$ cat src/rtl/alu_sequencer_pkg.sv
// Shared constants for the alu_sequencer control unit.
// Opcodes, state encodings and instruction field positions.
package alu_sequencer_pkg;

    localparam int DATA_W_DEF = 8;
    localparam int ADDR_W_DEF = 6;

    localparam logic [1:0] OP_LDI  = 2'b00;
    localparam logic [1:0] OP_ADD  = 2'b01;
    localparam logic [1:0] OP_JNZ  = 2'b10;
    localparam logic [1:0] OP_HALT = 2'b11;

    localparam int OP_MSB  = 7;
    localparam int OP_LSB  = 6;
    localparam int RD_MSB  = 5;
    localparam int RD_LSB  = 4;
    localparam int RS_MSB  = 3;
    localparam int RS_LSB  = 2;
    localparam int TGT_MSB = 5;

    typedef enum logic [2:0] {
        ST_IDLE,
        ST_FETCH,
        ST_DECODE,
        ST_IMM,
        ST_HALT
    } state_e;

endpackage

$ cat src/rtl/alu_sequencer_if.sv
// ROM and ALU bus between the sequencer (master) and
// the program ROM / adder ALU (slave).
interface alu_sequencer_if #(
    parameter int DW = alu_sequencer_pkg::DATA_W_DEF,
    parameter int AW = alu_sequencer_pkg::ADDR_W_DEF
);

    logic [AW-1:0] rom_addr;
    logic [DW-1:0] rom_data;
    logic [DW-1:0] alu_a;
    logic [DW-1:0] alu_b;
    logic [DW-1:0] alu_y;

    modport master (
        output rom_addr,
        output alu_a,
        output alu_b,
        input  rom_data,
        input  alu_y
    );

    modport slave (
        input  rom_addr,
        input  alu_a,
        input  alu_b,
        output rom_data,
        output alu_y
    );

endinterface

$ cat src/rtl/alu_regfile.sv
// 4-entry register file: two operand reads, one debug read,
// one synchronous write port, synchronous active-high reset.
module alu_regfile
    import alu_sequencer_pkg::*;
#(
    parameter int W = DATA_W_DEF
) (
    input  logic         clk,
    input  logic         rst,
    input  logic         we_i,
    input  logic [1:0]   wa_i,
    input  logic [W-1:0] wd_i,
    input  logic [1:0]   ra_a_i,
    input  logic [1:0]   ra_b_i,
    input  logic [1:0]   ra_dbg_i,
    output logic [W-1:0] rd_a_o,
    output logic [W-1:0] rd_b_o,
    output logic [W-1:0] rd_dbg_o
);

    logic [W-1:0] r_q [4];

    always_ff @(posedge clk) begin
        if (rst) begin
            for (int i = 0; i < 4; i++) begin
                r_q[i] <= '0;
            end
        end else if (we_i) begin
            r_q[wa_i] <= wd_i;
        end
    end

    assign rd_a_o   = r_q[ra_a_i];
    assign rd_b_o   = r_q[ra_b_i];
    assign rd_dbg_o = r_q[ra_dbg_i];

endmodule

$ cat src/rtl/alu_sequencer.sv
// Multi-cycle accumulator-style controller sequencing an
// external adder ALU from a combinational program ROM.
module alu_sequencer
    import alu_sequencer_pkg::*;
#(
    parameter int DATA_W = DATA_W_DEF,
    parameter int ADDR_W = ADDR_W_DEF
) (
    input  logic              clk,
    input  logic              rst,
    input  logic              start,
    alu_sequencer_if.master   bus,
    input  logic [1:0]        dbg_sel,
    output logic [DATA_W-1:0] dbg_data,
    output logic              busy,
    output logic              halted,
    output logic              zero
);

    state_e            state_q;
    logic [ADDR_W-1:0] pc_q;
    logic [DATA_W-1:0] ir_q;
    logic              zero_q;
    logic              busy_q;
    logic              halted_q;

    logic [1:0]        op;
    logic [1:0]        rd;
    logic [1:0]        rs;
    logic [ADDR_W-1:0] tgt;
    logic              rf_we;
    logic [DATA_W-1:0] rf_wd;

    assign op  = ir_q[OP_MSB:OP_LSB];
    assign rd  = ir_q[RD_MSB:RD_LSB];
    assign rs  = ir_q[RS_MSB:RS_LSB];
    assign tgt = ADDR_W'(ir_q[TGT_MSB:0]);

    // Writeback only from an ADD in DECODE or the LDI immediate.
    assign rf_we = (state_q == ST_IMM) ||
                   ((state_q == ST_DECODE) && (op == OP_ADD));
    assign rf_wd = (state_q == ST_IMM) ? bus.rom_data : bus.alu_y;

    alu_regfile #(.W(DATA_W)) u_rf (
        .clk      (clk),
        .rst      (rst),
        .we_i     (rf_we),
        .wa_i     (rd),
        .wd_i     (rf_wd),
        .ra_a_i   (rd),
        .ra_b_i   (rs),
        .ra_dbg_i (dbg_sel),
        .rd_a_o   (bus.alu_a),
        .rd_b_o   (bus.alu_b),
        .rd_dbg_o (dbg_data)
    );

    always_ff @(posedge clk) begin
        if (rst) begin
            state_q  <= ST_IDLE;
            pc_q     <= '0;
            ir_q     <= '0;
            zero_q   <= 1'b0;
            busy_q   <= 1'b0;
            halted_q <= 1'b0;
        end else begin
            unique case (state_q)
                ST_IDLE: begin
                    if (start) begin
                        state_q <= ST_FETCH;
                        pc_q    <= '0;
                        busy_q  <= 1'b1;
                    end
                end
                ST_FETCH: begin
                    ir_q    <= bus.rom_data;
                    pc_q    <= pc_q + ADDR_W'(1);
                    state_q <= ST_DECODE;
                end
                ST_DECODE: begin
                    unique case (op)
                        OP_ADD: begin
                            zero_q  <= (bus.alu_y == '0);
                            state_q <= ST_FETCH;
                        end
                        OP_LDI: begin
                            state_q <= ST_IMM;
                        end
                        OP_JNZ: begin
                            if (!zero_q) begin
                                pc_q <= tgt;
                            end
                            state_q <= ST_FETCH;
                        end
                        OP_HALT: begin
                            state_q  <= ST_HALT;
                            busy_q   <= 1'b0;
                            halted_q <= 1'b1;
                        end
                    endcase
                end
                ST_IMM: begin
                    pc_q    <= pc_q + ADDR_W'(1);
                    state_q <= ST_FETCH;
                end
                ST_HALT: begin
                    state_q <= ST_HALT;
                end
                default: begin
                    state_q <= ST_IDLE;
                end
            endcase
        end
    end

    assign bus.rom_addr = pc_q;
    assign busy         = busy_q;
    assign halted       = halted_q;
    assign zero         = zero_q;

endmodule

$ cat src/flat_wrapper.sv
// flat-port wrapper written by rule: the top's interface ports become plain ports
module alu_sequencer_flat import alu_sequencer_pkg::*;
#(
    parameter int DATA_W = DATA_W_DEF,
    parameter int ADDR_W = ADDR_W_DEF
)
  (clk, rst, start, dbg_sel, dbg_data, busy, halted, zero, bus_rom_addr, bus_alu_a, bus_alu_b, bus_rom_data, bus_alu_y);
  alu_sequencer_if bus_i ();
  input  logic clk;
  input  logic rst;
  input  logic start;
  input  logic [1:0] dbg_sel;
  output logic [DATA_W-1:0] dbg_data;
  output logic busy;
  output logic halted;
  output logic zero;
  output wire logic [$bits(bus_i.rom_addr)-1:0] bus_rom_addr;
  output wire logic [$bits(bus_i.alu_a)-1:0] bus_alu_a;
  output wire logic [$bits(bus_i.alu_b)-1:0] bus_alu_b;
  input wire logic [$bits(bus_i.rom_data)-1:0] bus_rom_data;
  input wire logic [$bits(bus_i.alu_y)-1:0] bus_alu_y;
  assign bus_rom_addr = bus_i.rom_addr;
  assign bus_alu_a = bus_i.alu_a;
  assign bus_alu_b = bus_i.alu_b;
  assign bus_i.rom_data = bus_rom_data;
  assign bus_i.alu_y = bus_alu_y;
  alu_sequencer #(.DATA_W(DATA_W), .ADDR_W(ADDR_W)) u_core (.clk(clk), .rst(rst), .start(start), .bus(bus_i), .dbg_sel(dbg_sel), .dbg_data(dbg_data), .busy(busy), .halted(halted), .zero(zero));
endmodule
$ cat config.mk
export PLATFORM = sky130hd
export DESIGN_NAME = alu_sequencer_flat
export DESIGN_NICKNAME = d
export VERILOG_FILES = /design/src/rtl/alu_sequencer_pkg.sv /design/src/rtl/alu_sequencer_if.sv /design/src/rtl/alu_regfile.sv /design/src/rtl/alu_sequencer.sv /design/src/flat_wrapper.sv
export SDC_FILE = /design/constraint.sdc
export NUM_CORES = 1
export LEC_CHECK = 0
export CAP_MARGIN = 40
export CORE_MARGIN = 3
export CORE_UTILIZATION = 55
export DETAILED_ROUTE_END_ITERATION = 10
export GPL_TIMING_DRIVEN = 0
export PLACE_DENSITY = 0.95
export SYNTH_ARGS = -nofsm -noshare
export SYNTH_HDL_FRONTEND = slang
export SYNTH_SLANG_ARGS = --single-unit
$ cat constraint.sdc
create_clock -name clk -period 2.95 [get_ports clk]
set_clock_uncertainty 0.15 [all_clocks]
set_input_delay 0.295 -clock clk [delete_from_list [all_inputs] [get_ports clk]]
set_output_delay 0.295 -clock clk [all_outputs]
set_load 0.005 [all_outputs]
==> reports/metrics.yaml <==
status: "finished, final reports clean"
yosys_most_used_dff: "edfxtp_1"
regArea_um2: 1440
power.share.switching: 0.271
place_hpwl_um: 4950
netlist.area_leader.share: 0.338
postSynth.asyncResetShare: 0
p_int_mw: 1.24
cts_tree: "yes"
layout_common_cells: "clkdlybuf4s50_1, nor2_1, edfxtp_1"
numCtsBuffers: 5
core-area_um2: 4850
critPathKind: "primary input to flop"
grt_pass1_wl_um: 11200
combPwrFrac: 0.217
drive_gt1_frac: 0.162
power.net_switching_mw: 0.459
drc: 0
final_net_count: 318
final_antenna_net_count: 0
worst_slew_margin_rel: 0.571
synthCells: 238
min_period_ns: 2.51
final_cell_count_no_fill: 364
die_h_um: 77.9
multi_input_area_um2: 1320
grt_pass1_vias: 2237
cts_root_buf: "clkbuf_8"
clock-sinks: 56
rsz0062_at_grt: "false"
initial_core_util: 0.587
arrival_ns: 2.32
worstPathMaxFanout: 9
endpoint_kind: "flop"
place_congestion: 0.880
fill_cells: 339
dp.cells: 356
h-tree-depth: 2
die_area_um2: 6070
final_common_cell: "clkdlybuf4s50_1"
avgViaCountPerCell: 5.93
drtPass1Iterations: 4
die_w_um: 77.9
cts.clk_slew.worst_paths_ns: 0.10
synth_cell_types: 42
vias: 2157
ys_seq_area_frac: 0.506
crit_buf_inv: 2
wire_per_inst_um: 18.8
synth-seq-cells: 56
crit_slowest_cell: "clkdlybuf4s50_1"
grt_overflow_total: 0
io_buffers: 51
synthTopCellsByArea: "edfxtp_1, mux4_2, dfxtp_1, nor2_1, a21oi_1"
grt_max_degree: 18
finalWirelength_um: 6850
clock_latency_ns: 0.32
antenna_found_initial: 0
maxCapViolations: 0
ios: 54
tightest_slew_ns: 0.639
hold_violations: 0
finalMaxSlewViolations: 0
postCtsSetupBuffers: 0
syn_area_um2: 2850
period_share: 0.850
power.density_nw_per_um2: 480
finalSetupTns_ns: 0
drt_iter0_drc: 209
rows: 25
area_growth_syn_to_layout_pct: 24.0
synth_nets: 260
cp.required_ns: 2.77
synth_edf_count: 32
yosysWarningCount: 0
cp_cell_sequence: "clkdlybuf4s50_1 > nor3b_2 > o21ai_1 > or3b_2 > clkbuf_1 > nand2b_1"
startpoint_type: "primary input"
cts.path.max_buffers: 2
syn_avg_cell_area_um2: 12.0
min_path_type: "flop to flop"
cts-resized-gates: 0
worst_ir_drop_vdd_mv: 0.325
hold_buffers: 0
yosys.area.top_type: "edfxtp_1"
grt_usage: 0.240
max_freq_mhz: 399
crit_family: "simple AND/OR/NAND/NOR gates"
slowest_delay_ns: 0.57
power_leakage_nw: 1.27
power_frac_clock: 0.247
antenna_cells: 0
finalSetupViolCount: 0
seqPwrFrac: 0.536
==> per-layer routing <==
layer,global-route usage,routed length [um]
met1,0.289,2670
met3,0.0487,503
met2,0.426,3570
met4,0.0874,114
met5,0,0
==> cell usage after synthesis, types with 5 or more instances <==
library cell and n:
edfxtp_1 32, o21ai_0 11, mux4_2 24, clkbuf_1 5, nand2b_1 5, buf_2 9, mux2i_1 8, a21oi_1 16
nand2_1 14, nor2_1 45, nor3_1 5, dfxtp_1 24
==> stage by stage <==
stage | util | hold slack, ns | worst slack (ns) | area [um2] | power [mW]
floorplan | - | 0.281 | 0.961 | 2850 | 1.12
global placement | 0.710 | 0.312 | 0.165 | 3440 | 1.28
detailed placement | 0.710 | 0.329 | 0.115 | 3440 | 1.29
CTS | 0.728 | 0.343 | 0.409 | 3530 | 1.70
global route | 0.728 | 0.380 | 0.335 | 3530 | 1.77
finish | 0.728 | 0.346 | 0.443 | 3530 | 1.69
==> worst min-delay path, cell delays in order (launching register included) <==
cell and delay, ns:
dfxtp_1 0.32, o21ai_0 0.07, a21oi_1 0.07
==> flip-flops by register name, summed over array words and instances, names as in the netlist, named ones only <==
register             count
u_core.zero              1
u_core.bus.rom_addr      6
u_core.halted            1
u_core.busy              1
u_core.u_rf.r_q         32
u_core.ir_q              8
u_core.state_q           3
==> power by group through the flow <==
stage | sequential, mW | clock, mW | combinational [mW]
2_1_floorplan | 0.914 | 0 | 0.202
3_3_place_gp | 0.920 | 0 | 0.357
3_5_place_dp | 0.925 | 0 | 0.368
4_1_cts | 0.907 | 0.421 | 0.370
5_1_grt | 0.914 | 0.452 | 0.399
6_report | 0.909 | 0.418 | 0.368
==> path summary, 6_finish.rpt <==
| check | from | endpoint | slack (ns) | depth (start not counted) |
|---|---|---|---|---|
| setup / recovery | rst | u_core.u_rf.r_q[2][7] | 0.44 | 6 |
| hold reg to reg | u_core.ir_q[0] | u_core.ir_q[0] | 0.35 | 2 |
| hold / removal | u_core.ir_q[0] | u_core.ir_q[0] | 0.35 | 2 |
| setup reg to reg | u_core.state_q[1] | u_core.u_rf.r_q[2][7] | 0.55 | 5 |
==> kinds of logic after synthesis <==
family / Yosys count / synth area share
AO/OA/AOI/OAI: 41 / 0.0901
XOR/XNOR: 1 / 0.00308
adder cells (fa/ha/maj): 1 / 0.00439
buffers and inverters: 19 / 0.0290
flip-flops: 56 / 0.506
multiplexers: 32 / 0.218
AND/OR/NAND/NOR: 88 / 0.149
==> layout make-up <==
class	count	area share
Clock inverter	3	0.00532
Multi-Input combinational cell	163	0.375
Clock buffer	5	0.0195
Timing Repair Buffer	51	0.145
Tap cell	67	0.0238
Sequential cell	56	0.409
Buffer	17	0.0213
Inverter	2	0.00213
(Power assumes the default switching activity.)
